**config.mk**
```make
export PLATFORM = sky130hd
export DESIGN_NAME = sccb_write_arbiter
export DESIGN_NICKNAME = d
export VERILOG_FILES = /design/src/rtl/sccb_write_arbiter_pkg.sv /design/src/rtl/sccb_write_arbiter_rr_pick.sv /design/src/rtl/sccb_write_arbiter.sv
export SDC_FILE = /design/constraint.sdc
export NUM_CORES = 1
export LEC_CHECK = 0
export BUFFER_PORTS_ARGS = -buffer_cell sky130_fd_sc_hd__buf_2
export CAP_MARGIN = 20
export CORE_UTILIZATION = 49
export DETAILED_ROUTE_END_ITERATION = 16
export PLACE_DENSITY_LB_ADDON = 0.25
export SYNTH_ARGS = -nofsm -noshare
export SYNTH_HDL_FRONTEND = slang
export SYNTH_SLANG_ARGS = --single-unit
```
**constraint.sdc**
```tcl
create_clock -name clk -period 1.9 [get_ports clk]
set_clock_uncertainty 0.2 [all_clocks]
set_input_delay 0.19 -clock clk [delete_from_list [all_inputs] [get_ports clk]]
set_output_delay 0.19 -clock clk [all_outputs]
set_load 0.02 [all_outputs]
```
**src/rtl/sccb_write_arbiter_pkg.sv**
```systemverilog
// Shared types and defaults for the SCCB write arbiter: FSM encoding, bus widths,
// timing defaults and index-width helper.
package sccb_pkg;

  localparam int SCCB_ADDR_W            = 8;
  localparam int SCCB_DATA_W            = 8;
  localparam int SCCB_BUSY_RISE_MAX_DEF = 4;
  localparam int SCCB_TIMEOUT_CYC_DEF   = 65535;

  typedef enum logic [2:0] {
    ST_IDLE      = 3'd0,
    ST_ISSUE     = 3'd1,
    ST_WAIT_BUSY = 3'd2,
    ST_WAIT_DONE = 3'd3,
    ST_DONE      = 3'd4
  } sccb_state_e;

  // Index width that stays at least 1 bit so NREQ=1 still has a legal vector.
  function automatic int sccb_idx_w(input int n);
    return (n > 1) ? $clog2(n) : 1;
  endfunction

endpackage

```
**src/rtl/sccb_write_arbiter_rr_pick.sv**
```systemverilog
// Combinational round-robin picker: first full slot after rr_ptr, wrapping back to
// rr_ptr itself, so the most recently served requester has lowest priority.
module sccb_rr_pick
  import sccb_pkg::*;
#(
  parameter int NREQ  = 2,
  parameter int IDX_W = sccb_idx_w(NREQ)
) (
  input  logic [NREQ-1:0]  full,
  input  logic [IDX_W-1:0] rr_ptr,
  output logic [IDX_W-1:0] grant,
  output logic             any
);

  logic [IDX_W-1:0] idx;

  always_comb begin
    grant = '0;
    any   = 1'b0;
    idx   = '0;
    for (int k = 1; k <= NREQ; k++) begin
      idx = IDX_W'((int'(rr_ptr) + k) % NREQ);
      if (!any && full[idx]) begin
        any   = 1'b1;
        grant = idx;
      end
    end
  end

endmodule

```
**src/rtl/sccb_write_arbiter.sv**
```systemverilog
// Round-robin arbiter sharing one SCCB write master between NREQ one-entry request slots.
// Optional WAIT_DONE watchdog enabled by defining SCCB_ARB_TIMEOUT_EN.
module sccb_write_arbiter
  import sccb_pkg::*;
#(
  parameter int NREQ          = 2,
  parameter int BUSY_RISE_MAX = SCCB_BUSY_RISE_MAX_DEF,
  parameter int TIMEOUT_CYC   = SCCB_TIMEOUT_CYC_DEF
) (
  input  logic                        clk,
  input  logic                        rst,
  input  logic [NREQ-1:0]             req_valid,
  input  logic [SCCB_ADDR_W*NREQ-1:0] req_addr,
  input  logic [SCCB_DATA_W*NREQ-1:0] req_data,
  output logic [NREQ-1:0]             req_ready,
  output logic [NREQ-1:0]             req_done,
  output logic [NREQ-1:0]             req_err,
  output logic                        m_start,
  output logic [SCCB_ADDR_W-1:0]      m_addr,
  output logic [SCCB_DATA_W-1:0]      m_data,
  input  logic                        m_busy
);

  // state        | meaning
  // ST_IDLE      | waiting for any full slot; picks winner, latches m_addr/m_data
  // ST_ISSUE     | m_start high this cycle; counter cleared
  // ST_WAIT_BUSY | waiting up to BUSY_RISE_MAX cycles for m_busy to rise
  // ST_WAIT_DONE | waiting for m_busy to fall (optionally bounded by TIMEOUT_CYC)
  // ST_DONE      | done/err pulse visible; slot freed and rr_ptr moved to winner

  localparam int IDX_W   = sccb_idx_w(NREQ);
  localparam int CNT_MAX = (TIMEOUT_CYC > BUSY_RISE_MAX) ? TIMEOUT_CYC : BUSY_RISE_MAX;
  localparam int CNT_W   = $clog2(CNT_MAX + 1);
  localparam logic [CNT_W-1:0] BUSY_TC = CNT_W'(BUSY_RISE_MAX - 1);
`ifdef SCCB_ARB_TIMEOUT_EN
  localparam logic [CNT_W-1:0] TIMEOUT_TC = CNT_W'(TIMEOUT_CYC - 1);
`endif

  sccb_state_e          state;
  logic [NREQ-1:0]      slot_full;
  logic [SCCB_ADDR_W-1:0] slot_addr [NREQ];
  logic [SCCB_DATA_W-1:0] slot_data [NREQ];
  logic [IDX_W-1:0]     rr_ptr;
  logic [IDX_W-1:0]     g;
  logic [CNT_W-1:0]     cnt;
  logic [IDX_W-1:0]     pick_grant;
  logic                 pick_any;

  sccb_rr_pick #(
    .NREQ  (NREQ),
    .IDX_W (IDX_W)
  ) u_pick (
    .full   (slot_full),
    .rr_ptr (rr_ptr),
    .grant  (pick_grant),
    .any    (pick_any)
  );

  always_ff @(posedge clk) begin
    if (rst) begin
      state     <= ST_IDLE;
      slot_full <= '0;
      req_ready <= '1;
      req_done  <= '0;
      m_start   <= 1'b0;
      m_addr    <= '0;
      m_data    <= '0;
      rr_ptr    <= IDX_W'(NREQ - 1);
      g         <= '0;
      cnt       <= '0;
      for (int i = 0; i < NREQ; i++) begin
        slot_addr[i] <= '0;
        slot_data[i] <= '0;
      end
`ifdef SCCB_ARB_TIMEOUT_EN
      req_err   <= '0;
`endif
    end else begin
      req_done <= '0;
      m_start  <= 1'b0;
`ifdef SCCB_ARB_TIMEOUT_EN
      req_err  <= '0;
`endif

      // A full slot never accepts, so this can not collide with the DONE-state clear below.
      for (int i = 0; i < NREQ; i++) begin
        if (req_valid[i] && req_ready[i]) begin
          slot_full[i] <= 1'b1;
          req_ready[i] <= 1'b0;
          slot_addr[i] <= req_addr[SCCB_ADDR_W*i +: SCCB_ADDR_W];
          slot_data[i] <= req_data[SCCB_DATA_W*i +: SCCB_DATA_W];
        end
      end

      case (state)
        ST_IDLE: begin
          if (pick_any) begin
            g       <= pick_grant;
            m_addr  <= slot_addr[pick_grant];
            m_data  <= slot_data[pick_grant];
            m_start <= 1'b1;
            state   <= ST_ISSUE;
          end
        end
        ST_ISSUE: begin
          cnt   <= '0;
          state <= ST_WAIT_BUSY;
        end
        ST_WAIT_BUSY: begin
          // A master that finishes inside BUSY_RISE_MAX may never show busy at all.
          if (m_busy || cnt == BUSY_TC) begin
            cnt   <= '0;
            state <= ST_WAIT_DONE;
          end else begin
            cnt <= cnt + 1'b1;
          end
        end
        ST_WAIT_DONE: begin
          if (!m_busy) begin
            req_done[g] <= 1'b1;
            state       <= ST_DONE;
          end
`ifdef SCCB_ARB_TIMEOUT_EN
          else if (cnt == TIMEOUT_TC) begin
            req_err[g] <= 1'b1;
            state      <= ST_DONE;
          end else begin
            cnt <= cnt + 1'b1;
          end
`endif
        end
        ST_DONE: begin
          slot_full[g] <= 1'b0;
          req_ready[g] <= 1'b1;
          rr_ptr       <= g;
          state        <= ST_IDLE;
        end
        default: state <= ST_IDLE;
      endcase
    end
  end

`ifndef SCCB_ARB_TIMEOUT_EN
  assign req_err = '0;
`endif

endmodule

```
# [Word-level counts from Yosys, hierarchy flattened]
# Memories as Yosys holds them, arrays and structs flattened. A register that Yosys moved wholly into a read port is not among the register bits.
# Index checks and enable logic that the tools add are counted.
[totals] ram_bits=32 ff_bits=28 word_cells=85 inputBits=37 n_memories=2 output_inout_bits=23
[memory_table] name="slot_addr" words=2 width=8 read_ports=1 rd_ports_with_merged_regs=1 write_ports=2 line_no="sccb_write_arbiter.sv:41" text="logic [SCCB_ADDR_W-1:0] slot_addr [NREQ];"
[memory_table] name="slot_data" words=2 width=8 read_ports=1 rd_ports_with_merged_regs=1 write_ports=2 line_no="sccb_write_arbiter.sv:42" text="logic [SCCB_DATA_W-1:0] slot_data [NREQ];"
[classes] n_eq_ne=8 n_reduce_logical=12 add_sub_neg=3 muxes=39 n_lt_le_gt_ge=4 n_bitwise=9
[ops] operator="8-bit two-way mux" n=4
[ops] operator="16-bit one-hot mux with 2 select lines" n=1
[ops] operator="1-bit two-way mux" n=26
[ops] operator="16-bit by 1-bit adder with 16-bit output, second input constant" n=1
[ops] operator="16-bit by 2-bit equality test with 1-bit output, second input constant" n=1
[ops] operator="16-bit two-way mux" n=1
[ops] operator="3-bit one-hot mux with 4 select lines" n=1
[ops] operator="3-bit two-way mux" n=3
[ops] operator="3-bit by 2-bit equality test with 1-bit output, second input constant" n=2
[ops] operator="1-bit by 2-bit < comparator with 1-bit output, second input constant" n=3
[ops] operator="2-bit inequality test, second input constant" n=3
[ops] operator="1-bit logical AND" n=4
[ops] operator="2-bit two-way mux" n=2
[ops] operator="1-bit bitwise OR" n=4
[ops] operator="3-bit by 1-bit equality test with 1-bit output, second input constant" n=1
[ops] operator="3-bit equality test, second input constant" n=1
[ops] operator="3-bit logical NOT" n=1
[ops] operator="3-bit AND reduction" n=1
[ops] operator="3-bit OR reduction" n=1
[ops] operator="1-bit adder, second input constant" n=2
[ops] operator="2-bit AND" n=1
[ops] operator="1-bit NOT" n=2
[ops] operator="2-bit NOT" n=1
[ops] operator="2-bit bitwise OR" n=1
[ops] operator="7 further kinds" n=7

# [Depth between registers and ports, before layout]
# Gate-level depths: netlist of the first run.
[logic_depth] word_depth=9 depth_mapped=7 mapped_depth_nobuf=6

# [Hierarchy]
# From an unflattened synthesis of the first run, not the netlist that was laid out.
[unflattened] cells_unflattened=296 hier_area_um2=3228.1
[modules_own_cells] mod="sccb_write_arbiter" cells_per_inst=294 area_per_inst_um2=3214.3 seq_area_each_um2=1841.8 n_inst=1
[modules_own_cells] mod="sccb_rr_pick" cells_per_inst=2 area_per_inst_um2=13.8 seq_area_each_um2=0.0 n_inst=1

# [Worst setup path after synthesis of the first run]
# No wires, ideal clock.
[synth_timing] path_type="register -> register" startpoint="register state[2]" endpoint="register cnt[8]" period_less_slack_ns=2.023 slack_ns=-0.123 t_arrival_ns=1.744 required_ns=1.621 path_stages_with_launch=7 path_buffers=1 setup_ns=0.079 path_cell_list="dfxtp_1 > buf_6 > or4b_4 > nor2_8 > nand2_2 > or4_1 > o211ai_1"
[synth_between] elab_chain_len=2 word_cells_on_any_way=4 classes_between="eq/ne (2); mux (1); reduce/logical (1)"
[synth_lines] item="from (decl)" line_no="sccb_write_arbiter.sv:39" text="sccb_state_e state;"
[synth_lines] item="from (signal assigned)" line_no="sccb_write_arbiter.sv:61" text="state <= ST_IDLE;"
[synth_lines] item="from (signal assigned)" line_no="sccb_write_arbiter.sv:102" text="state <= ST_ISSUE;"
[synth_lines] item="from (signal assigned)" line_no="sccb_write_arbiter.sv:107" text="state <= ST_WAIT_BUSY;"
[synth_lines] item="3-bit by 2-bit equality test with 1-bit output / 3-bit by 1-bit equality test with 1-bit output (equally long branches)" line_no="sccb_write_arbiter.sv:95" text="case (state)"
[synth_lines] item="16-bit one-hot mux with 2 select lines / 2-bit nonzero test (equally long branches)"
[synth_lines] item="to (signal assigned)" line_no="sccb_write_arbiter.sv:115" text="cnt <= cnt + 1'b1;"
[synth_lines] item="to (decl)" line_no="sccb_write_arbiter.sv:45" text="logic [CNT_W-1:0] cnt;"
# Parallel ways exist; a longest one is shown, timed or not.
# A chain may end at the register's enable or synchronous reset.

# [Worst setup path in the final report of the first run]
[layout_timing] startpoint="register state[0]" endpoint="register cnt[3]"
# The elaborated chain is that of the path after synthesis.

==> summary.md, run 1 <==
| Metric | Value |
|---|---|
| Final worst slack | 11.8 ps |
| WP buf/inv | 0 |
| Startpoint types | register |
| P&R area growth vs syn | 36.2% |
| Top delay family on crit path | simple AND/OR/NAND/NOR gates |
| Worst-path cell chain | or4b_4, nor2b_1, nand3_1, a31oi_1 |
| Critical Setup Path Class | reg2reg |
| Final ANT Viol Nets | 0 |
| GRT Util Overall | 0.213 |
| Switch Pwr | slightly below 1 mW |
| Crit path DAT | between 1500 and 2000 ps |
| Finish-stage setup viols | 0 |
| Hold WC Path Type | in2reg |
| Clock root buffer | clkbuf_8 |
| H-tree depth | 3 |
| Number of synthesized flops with an enable pin | 32 |
| Flop pwr share | 0.511 |
| Crit end category | register |
| Max Clock Freq | 0.530 GHz |
| CTS tree | yes |
| Initial antenna violation count | 0 |
| Die width | roughly 83 um |
| Fin nets | 456 |
| Share of layout cells above drive strength 1 | 0.286 |
| Die Y | 83.0 um |
| Top_reg_cell synth | dfxtp_1 |
| Synth Warn # | 0 |
| Worst slack, placed | -42.6 ps |
| R2r setup slk | roughly 12 ps |
| Endpoints failing hold | 0 |
| Yosys reg bits | between 70 and 80 |
| Placer Congestion | about 0.9 |
| FILL cells | around 470 |
| Sum Neg Setup Slack | 0 ps |
| Post-synthesis sequential area ratio | 0.573 |
| Post-synth cell types | 46 |
| Multi-input gate area | about 0.0014 mm^2 |
| DRT Wirelength | between 6000 and 7000 um |
| # rows | 29 |
| Synth top area share | 0.299 |
| Cell area after synthesis | roughly 0.0032 mm^2 |
| Combinational power share | 0.176 |
| Ys async rst share | 0 |
| Yosys top cell by area | edfxtp_1 |
| Die area | 0.00689 mm^2 |
| WP data required | about 2000 ps |
| I/O Pins | 60 |
| Metal1 wirelength | between 2000 and 3000 um |
| Via density | 5.30 |
| Largest cells by area after synthesis | edfxtp_1, dfxtp_1, and2_1 |
| Met3 routed WL | ~420 um |
| Maxcap violations | 0 |
| Worst-Skew Late Latency | around 350 ps |
| I/O Buffers | 57 |
| Pwr per Cell Area | ~850 mW/mm^2 |
| Vias | roughly 2700 |
| Top cells by count, synth | dfxtp_1, and2_1, edfxtp_1 |
| Core area | ~0.0063 mm^2 |
| Cell with the most instances after synthesis | dfxtp_1 |
| CP Max Fanout | 6 |
| Unrepaired setup endpoints after global routing | true |
| Largest net degree at the start of global routing | 33 |
| Starting Density | 0.506 |
| Routed WL per cell | ~14 um |
| Register area | 0.00185 mm^2 |
| Top sig layer | met4 |
| Maximum VDD drop | approximately 0.65 mV |
| Clock Sinks | 76 |
| Total grt overflow | 0 |
| Remaining DRCs | 0 |
| Fin. max-slew vios | 0 |
| Sw Share | 0.263 |
| Clk buf depth | 2 |
| Synth Instances | a little over 300 |
| Internal | between 2 and 3 mW |
| Vias in the first global route | approximately 2600 |
| Status | complete, no violations |
| Avg Inst Size Synth | ~11 um^2 |
| First-pass detailed-route iteration total | 4 |
| Initial DRC count | around 140 |
| Crit-path slowest cell | or4b_4 |
| HPWL after DPL | around 4100 um |
| Clock Power Share | 0.313 |
| Global-route wire length before repair | roughly 12000 um |
| Antenna Cells | 0 |
| Final period util | 0.994 |
| CTS clk-pin slew, worst paths | about 70 ps |
| Leak | between 1.5 and 2 nW |
| Crit path time final | between 1500 and 2000 ps |
| Metal2 WL | approximately 3500 um |
| Largest stage delay, worst path | 560 ps |
| Total CTS buffers | 9 |
cell usage in the layout, fill, tap and decap left out, drive strengths merged, types with 8 or more instances in the layout:
cell type and instances:
clkbuf 11, a211oi 16, buf 85, dlygate4sd3 34, nand3 9, nor2 31
a31oi 8, mux2i 17, edfxtp 32, and2 37, nand2 20, dfxtp 44
a21oi 12
worst min-delay path, stage by stage:
cell	delay, ps
buf_2	90
buf_4	100
nand3b_1	120
nor4_1	50
area by class of cell:
cell class,instances,share of cell area
timing repair buffer,119,0.197
tap,77,0.0220
sequential,76,0.422
clock buffer,11,0.0300
multi-input combinational,206,0.312
clock inverter,5,0.0126
inverter,6,0.00514
registers in the layout (all words and copies together) (netlist names), 2 cells and up:
signal and count:
m_addr 8, req_ready 2, slot_addr 16, cnt 16, slot_data 16, req_done 2
m_data 8, state 3, slot_full 2
metal layers:
layer / vias up / track usage
li1: 1319 / -
met5: - / 0
met2: 79 / 0.352
met4: 0 / 0.0784
met1: 1245 / 0.254
met3: 7 / 0.0805
stage by stage:
step / instances / util / hold slack, ps / power, mW / cell area, um^2
2_1_floorplan: 304 / - / 90.4 / 2.32 / 3250
3_3_place_gp: 448 / 0.593 / 221 / 2.51 / 3760
3_5_place_dp: 448 / 0.593 / 237 / 2.53 / 3760
4_1_cts: 498 / 0.676 / 34.3 / 3.74 / 4290
5_1_grt: 500 / 0.690 / 65.8 / 3.91 / 4380
6_report: 500 / 0.690 / 54.2 / 3.73 / 4380
power by group through the flow:
stage	logic [mW]	clock network, mW	registers, mW
2_1_floorplan	0.316	0	2.00
3_3_place_gp	0.580	0	1.93
3_5_place_dp	0.588	0	1.94
4_1_cts	0.642	1.20	1.90
5_1_grt	0.719	1.28	1.92
6_report	0.658	1.17	1.90
what timing repair did:
| item | CTS | global route |
|---|---|---|
| cloned | 0 | 1 |
| hold buffers | 34 | 0 |
| pin swaps | 4 | 4 |
| resized for setup | 0 | 15 |
| setup endpoints to repair | 4 | 15 |
| endpoints found under the hold margin | 36 | 0 |
| setup buffers | 0 | 1 |
cells by family after synthesis:
kind of cell | count (synthesis) | synth area share
adder cells (fa/ha/maj) | 1 | 0.00389
buffers and inverters | 23 | 0.0335
XOR/XNOR | 1 | 0.00272
other | 1 | 0.00117
multiplexers | 17 | 0.0529
flip-flops | 76 | 0.573
AO/OA/AOI/OAI | 59 | 0.123
AND/OR/NAND/NOR | 125 | 0.211
final timing paths:
check | end | startpoint | cells past startpoint
setup / recovery | cnt[3] | state[0] | 4
hold reg to reg | rr_ptr | rr_ptr | 2
hold / removal | req_done[0] | m_busy | 4
setup reg to reg | cnt[3] | state[0] | 4
No activity file was read; power rests on OpenSTA's default activity.
==> run 2, diff against run 1 <==
--- a/config.mk
+++ b/config.mk
@@ -9,6 +9,7 @@
 export CAP_MARGIN = 20
 export CORE_UTILIZATION = 49
 export DETAILED_ROUTE_END_ITERATION = 16
+export MAX_ROUTING_LAYER = met4
 export PLACE_DENSITY_LB_ADDON = 0.25
 export SYNTH_ARGS = -nofsm -noshare
 export SYNTH_HDL_FRONTEND = slang
==> run 2 against run 1 <==
  * Critical path type unchanged
  * Register-to-register slack is essentially flat
  * Global-route usage barely moved
  * First-iteration DRC count fell by 5.8%
  * Clock power is 14% higher
  * Routed wire length hardly changed
  * Total power rose by 4.5%
  * Die area stayed put
==> summary.md, run 2 (synthesis results as in run 1) <==
| Metric | Value |
|---|---|
| Die width | approximately 83 um |
| GRT Util Overall | 0.213 |
| FILL cells | approximately 460 |
| I/O Buffers | 57 |
| I/O Pins | 60 |
| Via density | between 5 and 6 |
| Die area | between 0.006 and 0.007 mm^2 |
| Share of layout cells above drive strength 1 | 0.293 |
| Final worst slack | roughly 12 ps |
| HPWL after DPL | about 4300 um |
| CTS tree | yes |
| Placer Congestion | approximately 0.88 |
| WP data required | slightly below 2000 ps |
| Antenna Cells | 0 |
| Clock Sinks | 76 |
| Starting Density | 0.506 |
| Hold slack | about 52 ps |
| Placed cells | between 400 and 500 |
| Remaining DRCs | 0 |
| Leak | 1.81 nW |
| Regs by FF count | cnt (16), slot_addr (16), slot_data (16) |
| DRT Wirelength | between 6000 and 7000 um |
| Post-Route Utilization | 0.697 |
| Worst Setup EP | cnt[8] |
| Worst R2R Start | state[0] |
| Final period util | 0.993 |
| Initial DRC count | 130 |
| CP Max Fanout | 5 |
| Non-filler cells in the finished layout | 503 |
| Hold Path Depth | 2 |
| # rows | 29 |
| Pwr per Cell Area | around 880 mW/mm^2 |
| Worst slack, placed | -45.8 ps |
| Status | complete, no violations |
| Crit end category | register |
| Clock root buffer | clkbuf_8 |
| Final ANT Viol Nets | 0 |
| Maximum VDD drop | 0.504 mV |
| Largest stage delay, worst path | ~560 ps |
| CP startpoint | state[0] |
| Vias | roughly 2700 |
| R2r worst-path depth | 5 |
| Initial antenna violation count | 0 |
| Fin nets | roughly 460 |
| Most frequent cells in the layout | buf_2, dfxtp_1, and2_1, dlygate4sd3_1, edfxtp_1 |
| Clk buf depth | 2 |
| Largest net degree at the start of global routing | 33 |
| Crit path DAT | 1960 ps |
| Worst-Skew Late Latency | between 300 and 400 ps |
| Top sig layer | met4 |
| Met3 routed WL | slightly below 300 um |
| Crit path time final | about 1900 ps |
| CTS clk-pin slew, worst paths | 80 ps |
| Metal2 WL | 3420 um |
| H-tree depth | 3 |
| Critical Setup Path Class | reg2reg |
| Unrepaired setup endpoints after global routing | true |
| Finish-stage setup viols | 0 |
| Metal1 wirelength | 3120 um |
| P&R area growth vs syn | 37.7% |
| Hold WC Path Type | in2reg |
| Maxcap violations | 0 |
| Worst-path cell chain | or4b_4, nor2_8, nand2_4, or4_1, o211ai_1 |
| Vias in the first global route | roughly 2600 |
| Core area | roughly 0.0063 mm^2 |
| Routed WL per cell | ~14 um |
| Endpoints failing hold | 0 |
| First-pass detailed-route iteration total | 4 |
| Crit-path slowest cell | or4b_4 |
| Global-route wire length before repair | 11400 um |
| Startpoint types | register |
| R2r setup slk | 10 ps |
| Total CTS buffers | 9 |
| Fin. max-slew vios | 0 |
| Die Y | 83.0 um |
| Total grt overflow | 0 |
| R2R Path End | cnt[8] |
| Commonest non-fill, non-tap cell in the layout | buf_2 |
| Max Clock Freq | between 0.5 and 0.6 GHz |
-- run 2: cell count changes in the layout (fill, tap and decap cells not counted), sizes merged --
cell,delta
clkinv,-1
inv,+2
clkbuf,-1
clkinvlp,-1
buf,+3
bufinv,+1
-- run 2: stage by stage --
| stage | instance area (um^2) | power [mW] | setup TNS (ps) |
|---|---|---|---|
| finish | 4430 | 3.89 | 0 |
| global route | 4430 | 4.08 | -440 |
| CTS | 4350 | 3.90 | -8.51 |
| detailed placement | 3790 | 2.53 | -108 |
| global placement | 3790 | 2.51 | -25.9 |
| floorplan | 3250 | 2.32 | -120 |
-- run 2: report_power, final --
group          switching, mW  total (mW)  leakage [nW]  internal (mW)
clock network          0.589        1.33         0.109          0.743
registers             0.0595        1.90         0.704           1.84
logic                  0.361       0.662         0.996          0.301
-- run 2: worst min-delay path by stage --
| stage | to | from | slack (ps) |
|---|---|---|---|
| after CTS | g | rst | 50 |
| after floorplan | req_ready[0] | req_valid[0] | 90 |
| after detailed placement | req_ready[0] | req_valid[0] | 230 |
| final | g | rst | 50 |
| after global routing | req_done[0] | m_busy | 80 |
| after global placement | req_ready[0] | req_valid[0] | 220 |
-- run 2: final cells by class --
class                           instances  area (um^2)  share of cell area
Multi-Input combinational cell        206         1370               0.309
Tap cell                               77         96.3              0.0218
Clock inverter                          6         86.3              0.0195
Sequential cell                        76         1840               0.417
Inverter                                6         22.5             0.00509
Clock buffer                           10          128              0.0288
Timing Repair Buffer                  122          883               0.200
-- run 2: critical path, delay by kind of cell (launching register included) --
kind / cells / cell delay (ps)
AO/OA/AOI/OAI: 1 / 90
flip-flops: 1 / 320
AND/OR/NAND/NOR: 4 / 1200
-- run 2: metal layers --
layer,global-route usage,up-vias
li1,-,1327
met1,0.257,1253
met2,0.350,67
met3,0.0527,11
met4,0.0752,0
met5,-,-
-- run 2: what timing repair did --
action,CTS,global route
hold buffers,34,0
pin swaps,4,1
resized for setup,2,12
hold endpoints to repair,36,0
cloned,0,1
setup buffers,0,1
setup endpoints to repair,6,18
==> run 3, diff against run 2 <==
--- a/config.mk
+++ b/config.mk
@@ -7,8 +7,10 @@
 export LEC_CHECK = 0
 export BUFFER_PORTS_ARGS = -buffer_cell sky130_fd_sc_hd__buf_2
 export CAP_MARGIN = 20
+export CORE_MARGIN = 1.5
 export CORE_UTILIZATION = 49
 export DETAILED_ROUTE_END_ITERATION = 16
+export HOLD_SLACK_MARGIN = 0.06
 export MAX_ROUTING_LAYER = met4
 export PLACE_DENSITY_LB_ADDON = 0.25
 export SYNTH_ARGS = -nofsm -noshare
==> run 3 against run 2 <==
  * Final cell count down 0.20%
  * Worst setup slack worse by 56 ps
  * Utilization down 0.059 points
  * Die area up 2.4%
  * The flow now finishes with violations (negative setup slack)
  * Sequential power about the same
  * Register-to-register slack worse by 60 ps
  * Total power up 1.1%
==> summary.md, run 3 (synthesis results as in run 1) <==
| Metric | Value |
|---|---|
| Leak | about 1.8 nW |
| Finish-stage setup viols | 1 |
| WP buf/inv | 0 |
| Hold slack | approximately 150 ps |
| Hold Path Depth | 5 |
| Worst R2R Start | state[0] |
| Max Clock Freq | between 0.5 and 0.6 GHz |
| Most frequent cells in the layout | buf_2, dfxtp_1, dlygate4sd3_1, and2_1, edfxtp_1 |
| Worst-path cell chain | or4b_4, nor2_8, nand2_4, or4_4, o211ai_1 |
| Total CTS buffers | 9 |
| Crit path DAT | 2020 ps |
| H-tree depth | 3 |
| Antenna Cells | 0 |
| Fin nets | around 460 |
| Min-Delay Startpoint | m_busy |
| Maximum VDD drop | 0.732 mV |
| WP data required | 1980 ps |
| Share of layout cells above drive strength 1 | 0.292 |
| Fin. max-slew vios | 0 |
| Vias in the first global route | 2582 |
| R2R Path End | cnt[8] |
| Worst-Skew Late Latency | approximately 350 ps |
| First-pass detailed-route iteration total | 4 |
| Starting Density | 0.506 |
| Switch Pwr | about 1.0 mW |
| Die Y | about 84 um |
| Global-route wire length before repair | 11900 um |
| Die width | roughly 84 um |
| DRT Wirelength | roughly 7300 um |
| Clock Power Share | 0.347 |
| Placed cells | ~450 |
| Core area | 0.00635 mm^2 |
| R2r setup slk | -40 ps |
| Commonest non-fill, non-tap cell in the layout | buf_2 |
| Clock root buffer | clkbuf_8 |
| P&R area growth vs syn | 37.5% |
| Critical Setup Path Class | reg2reg |
| R2r worst-path depth | 5 |
| Startpoint types | register |
| Via density | about 5.3 |
| I/O Buffers | 57 |
| Internal | just under 3 mW |
| Top delay family on crit path | simple AND/OR/NAND/NOR gates |
| Routed WL per cell | between 10 and 15 um |
| Post-Route Utilization | 0.697 |
| Endpoints failing hold | 0 |
| Total grt overflow | 0 |
| I/O Pins | 60 |
| Final period util | 1.02 |
| HPWL after DPL | 4300 um |
| Largest net degree at the start of global routing | 33 |
| Remaining DRCs | 0 |
| Largest stage delay, worst path | around 570 ps |
| Crit-path slowest cell | or4b_4 |
| Worst Hold End | cnt[8] |
| Combinational power share | 0.169 |
| Flop pwr share | 0.484 |
| CP Max Fanout | 5 |
| Final worst slack | -43.2 ps |
| Unrepaired setup endpoints after global routing | true |
| CTS clk-pin slew, worst paths | ~80 ps |
| Final ANT Viol Nets | 0 |
| # rows | 29 |
| FILL cells | approximately 470 |
| GRT Util Overall | 0.222 |
| Die area | approximately 0.0071 mm^2 |
| Clock Sinks | 76 |
| Crit path time final | slightly below 2000 ps |
| Hold WC Path Type | in2reg |
| Pwr per Cell Area | about 890 mW/mm^2 |
| Initial antenna violation count | 0 |
| Initial DRC count | ~170 |
| Clk buf depth | 2 |
| Non-filler cells in the finished layout | between 500 and 600 |
| Maxcap violations | 0 |
| Sw Share | 0.266 |
| Crit end category | register |
| CTS tree | yes |
| Status | finished with violations |
| Violated checks | negative setup slack |
| Vias | roughly 2600 |
| Placer Congestion | approximately 0.83 |
| Regs by FF count | cnt (16), slot_addr (16), slot_data (16) |
| Worst slack, placed | -42.5 ps |
[run 3: metal layers]
layer | routed length, um | vias to the layer above | part of all wire | track usage
met5 | 0 | - | 0 | -
met4 | 178 | 0 | 0.024 | 0.107
met3 | 262 | 18 | 0.036 | 0.0415
met2 | 3720 | 62 | 0.51 | 0.370
met1 | 3180 | 1222 | 0.43 | 0.260
li1 | - | 1334 | - | -
[run 3: power by group through the flow]
stage	Clock, mW	Sequential, mW	Combinational (mW)
global route	1.46	1.92	0.730
finish	1.37	1.91	0.667
floorplan	0	2.00	0.316
global placement	0	1.93	0.581
detailed placement	0	1.94	0.597
CTS	1.38	1.90	0.658
[run 3: area by class of cell]
cell class              count  area (um^2)  area share
well taps                  77         96.3      0.0218
repair buffers            121          881       0.199
inverters                   6         22.5     0.00509
flip-flops and latches     76         1850       0.418
clock buffers               9          124      0.0280
multi-input cells         206         1350       0.306
clock inverters             7         98.8      0.0223
[run 3: through the flow]
step / area (um^2) / setup TNS (ps) / total power [mW]
after floorplan: 3250 / -120 / 2.32
after global placement: 3750 / -6.00 / 2.52
after detailed placement: 3750 / -123 / 2.54
after CTS: 4350 / -8.68 / 3.95
after global routing: 4420 / -328 / 4.11
final: 4420 / -43.2 / 3.94
[run 3: how the worst max path moves through the flow]
stage / depth (start not counted) / start / end / slack [ps]
finish: 5 / state[0] / cnt[8] / -40
global route: 7 / cnt[0] / cnt[8] / -100
CTS: 5 / state[0] / cnt[8] / -9
detailed placement: 5 / state[0] / cnt[8] / -40
global placement: 5 / state[0] / cnt[8] / -6
floorplan: 6 / state[1] / cnt[8] / -90
[run 3: tightest hold or removal path: cells and delay by family]
family | cells | cell delay, ps
compound gates | 1 | 90
buf+inv | 1 | 90
simple gates | 3 | 290
[run 3: what timing repair did]
action                                  in CTS  in global routing
hold endpoints to repair                    38                  0
buffers inserted                             2                  1
endpoints found under the setup margin       7                 18
gates resized for setup                      2                 11
hold buffers                                36                  0
gates cloned                                 0                  1
pin swaps                                    2                  5
